--- config.mk ---
export PLATFORM = sky130hd
export DESIGN_NAME = booth_radix4_seq_mult
export DESIGN_NICKNAME = d
export VERILOG_FILES = /design/src/rtl/booth_radix4_seq_mult.sv
export SDC_FILE = /design/constraint.sdc
export NUM_CORES = 1
export LEC_CHECK = 0
export BUFFER_PORTS_ARGS = -buffer_cell sky130_fd_sc_hd__buf_2
export CAP_MARGIN = 15
export CORE_MARGIN = 2
export CORE_UTILIZATION = 43
export CTS_BUF_LIST = sky130_fd_sc_hd__clkbuf_8
export CTS_CLUSTER_SIZE = 24
export DETAILED_ROUTE_END_ITERATION = 10
export GPL_ROUTABILITY_DRIVEN = 1
export GPL_TIMING_DRIVEN = 1
export PLACE_DENSITY = 0.67
export SYNTH_ARGS = -nofsm -noshare
export SYNTH_HDL_FRONTEND = slang
export SYNTH_SLANG_ARGS = --single-unit
--- constraint.sdc ---
create_clock -name clk -period 13.03 [get_ports clk]
set_input_delay 0.6515 -clock clk [delete_from_list [all_inputs] [get_ports clk]]
set_output_delay 0.6515 -clock clk [all_outputs]
set_load 0.03 [all_outputs]
--- src/rtl/booth_radix4_seq_mult.sv ---
// booth_radix4_seq_mult: iterative radix-4 Booth multiplier, signed N x N -> 2N.
// One Booth digit is encoded and accumulated per RUN cycle; valid/ready on both sides.
//
// Parameters:
//   N      operand width (even, >= 4)
//   CNT_W  digit counter width
//
// Ports:
//   clk, rst_n            clock, async active-low reset
//   in_valid / in_ready   operand handshake (a, b sampled on acceptance)
//   out_valid / out_ready product handshake
//   a, b                  multiplicand, multiplier
//   product               2N-bit result, valid while out_valid
//   pp_mon                partial product selected this cycle (debug, 0 outside RUN)
//   busy                  high while digits are being processed
//
// Optional build macro BOOTH_UNSIGNED_MODE_EN adds input is_unsigned:
//   when set at acceptance the operands are zero-extended and one extra
//   digit is processed so the result is the unsigned 2N-bit product.

module booth_radix4_seq_mult #(
   parameter int N     = 32,
   parameter int CNT_W = $clog2(N/2+2)
) (
   input  logic           clk,
   input  logic           rst_n,
   input  logic           in_valid,
   output logic           in_ready,
   input  logic [N-1:0]   a,
   input  logic [N-1:0]   b,
   output logic           out_valid,
   input  logic           out_ready,
   output logic [2*N-1:0] product,
   output logic [N+2:0]   pp_mon,
   output logic           busy
`ifdef BOOTH_UNSIGNED_MODE_EN
   ,
   input  logic           is_unsigned
`endif
);

   typedef enum logic [1:0] {
      IDLE = 2'd0,
      RUN  = 2'd1,
      DONE = 2'd2
   } state_t;

   localparam logic [CNT_W-1:0] LAST_S = CNT_W'(N/2-1);
   localparam logic [CNT_W-1:0] LAST_U = CNT_W'(N/2);

   state_t state_q;
   state_t state_d;

   logic [N+1:0]   a_q;
   logic [N+1:0]   m_q;
   logic [2*N+1:0] acc_q;
   logic [CNT_W-1:0] cnt_q;
   logic           uns_q;
   logic           uns_in;

   logic           accept;
   logic           run;
   logic           last_dig;
   logic [CNT_W-1:0] last_cnt;

   logic [2:0]     t;
   logic           single;
   logic           dbl;
   logic           neg;
   logic [N+2:0]   sel;
   logic [N+2:0]   pp;
   logic [2*N+1:0] addend;
   logic [1:0]     acc_unused;

`ifdef BOOTH_UNSIGNED_MODE_EN
   assign uns_in = is_unsigned;
`else
   assign uns_in = 1'b0;
`endif

   // Extension bit for both operands at acceptance.
   logic ext_a;
   logic ext_b;
   assign ext_a = uns_in ? 1'b0 : a[N-1];
   assign ext_b = uns_in ? 1'b0 : b[N-1];

   assign accept   = in_valid && (state_q == IDLE);
   assign run      = (state_q == RUN);
   assign last_cnt = uns_q ? LAST_U : LAST_S;
   assign last_dig = (cnt_q == last_cnt);

   // Booth digit encoder
   assign t      = m_q[2:0];
   assign single = t[1] ^ t[0];
   assign dbl    = (t[2] & ~t[1] & ~t[0]) | (~t[2] & t[1] & t[0]);
   assign neg    = t[2];

   // Selector: magnitude is A or 2A; negation is ~sel plus a carry-in of 1
   always_comb begin
      sel = '0;
      if (dbl)
         sel = sel | {a_q, 1'b0};
      if (single)
         sel = sel | {a_q[N+1], a_q};
      pp = neg ? ~sel : sel;
   end

   // Sign-extend PP, add the negation carry, weight by 4^count
   assign addend = ({{(N-1){pp[N+2]}}, pp}
                    + {{(2*N+1){1'b0}}, neg})
                   << {cnt_q, 1'b0};

   // Top two accumulator bits only absorb overflow of the modular sum
   assign acc_unused = acc_q[2*N+1:2*N];

   always_ff @(posedge clk or negedge rst_n) begin
      if (!rst_n)
         state_q <= IDLE;
      else
         state_q <= state_d;
   end

   always_comb begin
      state_d   = state_q;
      in_ready  = 1'b0;
      out_valid = 1'b0;
      busy      = 1'b0;
      unique case (state_q)
         IDLE: begin
            in_ready = 1'b1;
            if (in_valid)
               state_d = RUN;
         end
         RUN: begin
            busy = 1'b1;
            if (last_dig)
               state_d = DONE;
         end
         DONE: begin
            out_valid = 1'b1;
            if (out_ready)
               state_d = IDLE;
         end
         default: state_d = IDLE;
      endcase
   end

   always_ff @(posedge clk or negedge rst_n) begin
      if (!rst_n) begin
         a_q   <= '0;
         m_q   <= '0;
         acc_q <= '0;
         cnt_q <= '0;
         uns_q <= 1'b0;
      end else if (accept) begin
         a_q   <= {ext_a, ext_a, a};
         m_q   <= {ext_b, b, 1'b0};
         acc_q <= '0;
         cnt_q <= '0;
         uns_q <= uns_in;
      end else if (run) begin
         acc_q <= acc_q + addend;
         m_q   <= {m_q[N+1], m_q[N+1], m_q[N+1:2]};
         cnt_q <= cnt_q + 1'b1;
      end
   end

   assign pp_mon  = run ? pp : '0;
   assign product = (state_q == DONE) ? acc_q[2*N-1:0] : '0;

endmodule

## Yosys cells after proc, flatten, opt, wreduce, memory -nomap -nowiden

Index checks and enable logic that the tools add are counted.

| operators by class | value |
|---|---|
| reduce and logical (&&, ||, !) cells | 4 |
| shift-type cells | 1 |
| muxes and demuxes | 18 |
| bitwise logic cells | 11 |
| $add $sub $neg | 3 |
| equality and inequality tests | 6 |

Operators by type and width:

| operator | number |
|---|---|
| $mux W35 | 4 |
| $mux W66 | 2 |
| $add A66 B66 Y66 | 1 |
| $shl A66 B6 Y66 | 1 |
| $mux W64 | 1 |
| $add A35 B2 Y36 | 1 |
| $not A35 Y35 | 1 |
| $or A35 B35 Y35 | 1 |
| $mux W34 | 1 |
| $mux W33 | 1 |
| $mux W5 | 2 |
| $mux W2 | 3 |
| $pmux W2 S3 | 1 |
| $add A5 B1 Y5 const B | 1 |
| $eq A5 B4 Y1 const B | 1 |
| $and A1 B1 Y1 | 4 |
| $ne A2 B2 Y1 const B | 2 |
| $mux W1 | 3 |
| $not A1 Y1 | 3 |
| $reduce_and A3 Y1 | 1 |
| $eq A2 B1 Y1 const B | 1 |
| $eq A2 B2 Y1 const B | 1 |
| $logic_not A2 Y1 | 1 |
| $ne A2 B1 Y1 const B | 1 |
| 4 further kinds | 4 |

| word-level totals | value |
|---|---|
| register bits after elaboration | 139 |
| bits of input ports | 68 |
| output and inout port bits | 102 |

## Depth between registers and ports, before layout

| depth | value |
|---|---|
| word-level depth | 14 |
| gate-level depth with buffers | 36 |

## Worst setup path before layout

OpenSTA, ideal clock, no wires.

| timing | value |
|---|---|
| path type | register -> register |
| from | reg m_q[1] |
| to | reg acc_q[54] |
| clock period less this slack | 7,082 ps |
| path buffers | 8 |
| required time | 12,897 ps |
| stages on the path, launching flop included | 34 |
| arrival time | 6,949 ps |
| path slack | 5,948 ps |
| library setup time | 133 ps |
| path through | dfrtp_1 buf_4 buf_4 buf_2 buf_2 buf_4 buf_2 buf_1 xor2_1 nand2_1 ha_1 ha_1 inv_1 a211oi_1 and4_1 buf_4 nand2_2 or4_1 nand3_1 o21ai_1 mux4_2 mux2i_1 a21oi_1 ha_1 a21o_1 a21oi_1 o21ai_0 a21oi_1 o21a_1 a21oi_1 a2111oi_0 o21bai_1 xnor2_1 o21ai_0 |

| on the way | value |
|---|---|
| cells in the longest elaborated chain, start to end | 14 |
| elaborated cells on any way between the ends | 17 |

Ends and longest elaborated chain:

| item | line | RTL |
|---|---|---|
| start: declaration | 55 | `logic [N+1:0] m_q;` |
| start signal: assignment | 157 | `m_q <= {ext_b, b, 1'b0};` |
| start signal: assignment | 163 | `m_q <= {m_q[N+1], m_q[N+1], m_q[N+1:2]};` |
| $not A1 Y1 | 95 | `assign dbl = (t[2] & ~t[1] & ~t[0]) \| (~t[2] & t[1] & t[0]);` |
| $and A1 B1 Y1 (2 in series) | 95 |  |
| $or A1 B1 Y1 | 95 |  |
| $mux W35 | 101 | `if (dbl)` |
| $or A35 B35 Y35 | 104 | `sel = sel \| {a_q[N+1], a_q};` |
| $mux W35 (*) | 103 | `if (single)` |
| $not A35 Y35 | 105 | `pp = neg ? ~sel : sel;` |
| $mux W35 (*) | 105 |  |
| $add A35 B2 Y36 (*) | 110 | `+ {{(2*N+1){1'b0}}, neg})` |
| $shl A66 B6 Y66 (*) | 109 | `assign addend = ({{(N-1){pp[N+2]}}, pp}` |
| $add A66 B66 Y66 (*) | 162 | `acc_q <= acc_q + addend;` |
| $mux W66 (*) | 161 | `end else if (run) begin` |
| $mux W66 (*) | 155 | `end else if (accept) begin` |
| end signal: assignment | 162 |  |
| end: declaration | 56 | `logic [2*N+1:0] acc_q;` |

Every way passes the cells marked *; elsewhere a longest branch is shown, timed or not. The select of a mux whose other input is x is not followed.
A chain may end at the register's enable or synchronous reset.

## Final worst setup path

| timing | value |
|---|---|
| from | reg m_q[2] |
| to | reg acc_q[61] |

| on the way | value |
|---|---|
| cells in the longest elaborated chain, start to end | 14 |
| elaborated cells on any way between the ends | 16 |

Ends and longest elaborated chain:

| item | line |
|---|---|
| $not A1 Y1 | 95 |
| $and A1 B1 Y1 (2 in series) | 95 |
| $or A1 B1 Y1 | 95 |
| $mux W35 | 101 |
| $or A35 B35 Y35 | 104 |
| $mux W35 | 103 |
| $not A35 Y35 | 105 |
| $mux W35 | 105 |
| $add A35 B2 Y36 (*) | 110 |
| $shl A66 B6 Y66 (*) | 109 |
| $add A66 B66 Y66 (*) | 162 |
| $mux W66 (*) | 161 |
| $mux W66 (*) | 155 |

Marked as above.

==> impl_metrics.csv <==
group,metric,value,unit
clock_network,cts_setup_buffers,0,
critical_path,arrival,9.17,ns
critical_path,critPathMaxFanout,87,
detailed_routing,ant_nets,0,
synthesis,ys_seq_elements,137,
detailed_routing,drtIter0Drc,1707,
die,coreArea,35660,sq um
synthesis,synth_area_leader_cell,"dfrtp_1",
critical_path,rr_worst_depth,23,
global_routing,grt_pass1_vias,14710,
place,portBuffers,169,
sta,finalSetupViolCount,0,
critical_path,cp_num_buf_inv,2,
synthesis,syn_area_per_cell,7.582,sq um
critical_path,rr_endpoint,"acc_q[61]",
sta,period_share,67.56,%
critical_path,r2r-start,"m_q[2]",
global_routing,gr-usage-all-layers,27.92,%
die,die_w,194.7,um
sta,fmax,0.1136,GHz
die,rows,69,
sta,period_minus_slack,8.804,ns
sta,finalHoldViolCount,0,
cells_and_area,num_antenna_cells,0,
clock_network,cts_tree,"built",
clock_network,cts_root_buffer,"clkbuf_8",
clock_network,htreeDepth,4,
synthesis,syn-cell-area,15630,sq um
detailed_routing,viasPerCell,6.192,
synthesis,synth_ff_type,"dfrtp_1",
synthesis,synth-async-reset-ratio,100.0,%
sta,skew,0.02327,ns
global_routing,antenna_found_initial,0,
synthesis,synthTopCellsByArea,"dfrtp_1, nand2_1, ha_1, o21ai_0, a21oi_1",
global_routing,grt_max_degree,110,
clock_network,cts-resized-gates,0,
sta,maxSlewHeadroom,22.86,%
critical_path,critPathMaxStageDelay,0.76,ns
sta,finalSetupTns,0,ns
synthesis,synth_edf_count,0,
detailed_routing,wl_per_cell,20.72,um
clock_network,cts_sinks,137,
synthesis,synth_top_area_share,21.93,%
sta,tightest_slew,1.128,ns
synthesis,yosysWarnings,0,
detailed_routing,dr.pass1.iters,6,
worst_hold_path,hp-class,"in2async",
die,die_h,194.7,um
cells_and_area,syn2layout_area_growth,7.242,%
critical_path,rrSetupSlack,4.23,ns
clock_network,cts_buffers,17,
critical_path,cpLargestDelayFamily,"compound AO/OA/AOI/OAI gates",
critical_path,critPathKind,"reg2reg",
cells_and_area,drive_gt1_share,15.06,%
sta,rsz0062_at_grt,"no",
synthesis,synth_cells,2062,
sta,report.final.slew_viol_count,0,
critical_path,cp_cell_sequence,"buf_4 -> clkinv_1 -> o221ai_1 -> nand3_2 -> nor3_2 -> nand2_1 -> xor2_1 -> o21ai_0 -> nor2_1 -> o31a_1 -> o211a_1 -> ha_1 -> a21o_1 -> a21o_1 -> a21oi_1 -> nand3_1 -> a31o_2 -> a311oi_1 -> o21ai_0 -> a221oi_1 -> o21ai_0 -> xnor2_1 -> o21ai_0",
die,die-area,37900,sq um
die,boundaryPins,170,
detailed_routing,drc,0,
clock_network,clk_pin_slew,0.10,ns
run_status,status,"finished, final reports clean",
job,maxCapViolCount,0,
die,start_util,43.85,%
critical_path,crit_slowest_cell,"clkinv_1",
critical_path,start_kind,"register",
detailed_routing,num_vias,15890,
cells_and_area,layout.nets,2238,
synthesis,synth_fp_nets,2208,
synthesis,ys_types,107,
place,dpl.hpwl,39330,um
synthesis,ys_seq_area_share,21.93,%
critical_path,cp_common_cell,"o21ai_0",
clock_network,clk_latency,0.52,ns
cells_and_area,final_common_cell,"nand2_1",
place,place_congestion,0.9964,
clock_network,clockBufferDepth,2,
global_routing,gr-total-overflow,0,
detailed_routing,wl,53180,um
cells_and_area,most-common-layout-cells,"nand2_1, buf_2, nor2_1, o21ai_0, a21oi_1",
critical_path,worst_ep_required_time,13.40,ns
critical_path,end_kind,"register",
clock_network,hold_buffers,0,
global_routing,grt_pass1_wl,84160,um
layout make-up:
cell class	instances	area [sq um]
inverter	35	131.4
timing repair buffer	194	1040
tap	461	576.8
sequential	137	3436
clock buffer	17	234.0
fill	3626	18890
clock inverter	15	116.4
multi-input combinational	1707	11230
synth_stat cells, types with 11 or more instances:
| master | n |
|---|---|
| buf_4 | 13 |
| buf_1 | 16 |
| nand4_1 | 23 |
| buf_2 | 27 |
| maj3_1 | 29 |
| nand3b_1 | 11 |
| a221oi_1 | 11 |
| a31oi_1 | 20 |
| dfrtp_1 | 137 |
| nor2b_1 | 19 |
| nor3_1 | 29 |
| mux4_2 | 11 |
| nor2_1 | 154 |
| xnor2_1 | 43 |
| a22oi_1 | 38 |
| nand2_1 | 289 |
| xor2_1 | 30 |
| o21bai_1 | 21 |
| and3_1 | 11 |
| or3_1 | 12 |
| mux2_2 | 18 |
| mux2i_1 | 25 |
| a21oi_1 | 136 |
| o31ai_1 | 13 |
| inv_1 | 30 |
| and2_1 | 94 |
| o21a_1 | 17 |
| nand3_1 | 71 |
| o21ai_0 | 137 |
| o22ai_1 | 19 |
| a21o_1 | 48 |
| clkbuf_1 | 114 |
| o211ai_1 | 19 |
| a221o_1 | 15 |
| ha_1 | 77 |
| nand2b_1 | 30 |
| a211oi_1 | 16 |
| a211o_1 | 12 |
| a311oi_1 | 14 |
sequential cells by signal, indices dropped and copies added (netlist names):
signal	count
m_q	34
cnt_q	5
a_q	32
state_q	2
acc_q	64
logic make-up (layout without fill, tap and decap cells):
| kind of cell | count (synthesis) | after routing | synth area share [%] |
|---|---|---|---|
| and+or+nand+nor | 816 | 816 | 26.15 |
| DFF | 137 | 137 | 21.93 |
| xor gates and xnor gates | 73 | 73 | 4.089 |
| muxes | 55 | 55 | 4.577 |
| adders and majority gates | 107 | 107 | 8.147 |
| AOI/OAI and AO/OA | 656 | 656 | 28.71 |
| buffers and inverters | 218 | 261 | 6.394 |
layer usage:
metal	track usage, %	up-vias	share of wire [%]
li1	-	7602	-
met1	39.62	7592	46
met2	43.25	616	45
met3	4.980	78	7.3
met4	8.234	0	2.4
met5	0	-	0
worst max path at each step:
stage / startpoint / endpoint / depth (start not counted) / slack [ns]
final: m_q[2] / acc_q[61] / 23 / 4.23
after global routing: m_q[2] / acc_q[61] / 23 / 3.77
after CTS: m_q[2] / acc_q[61] / 23 / 4.52
after detailed placement: m_q[2] / acc_q[61] / 23 / 4.54
after global placement: m_q[2] / acc_q[61] / 23 / 4.70
after floorplan: m_q[1] / acc_q[54] / 33 / 5.95
stage by stage:
step                instance area (sq um)  utilization [%]  hold slack, ns  setup WS [ns]  instances
floorplan                           15640                -          0.3559          5.948       2062
global placement                    16420            46.04          0.4504          4.705       2534
detailed placement                  16420            46.04          0.4627          4.543       2534
CTS                                 16770            47.03          0.1615          4.515       2566
global route                        16770            47.03          0.1743          3.767       2566
finish                              16770            47.03          0.1224          4.226       2566
Power is not shown: default switching activity piles up to over one toggle a cycle in this logic, so the estimate is an artifact.
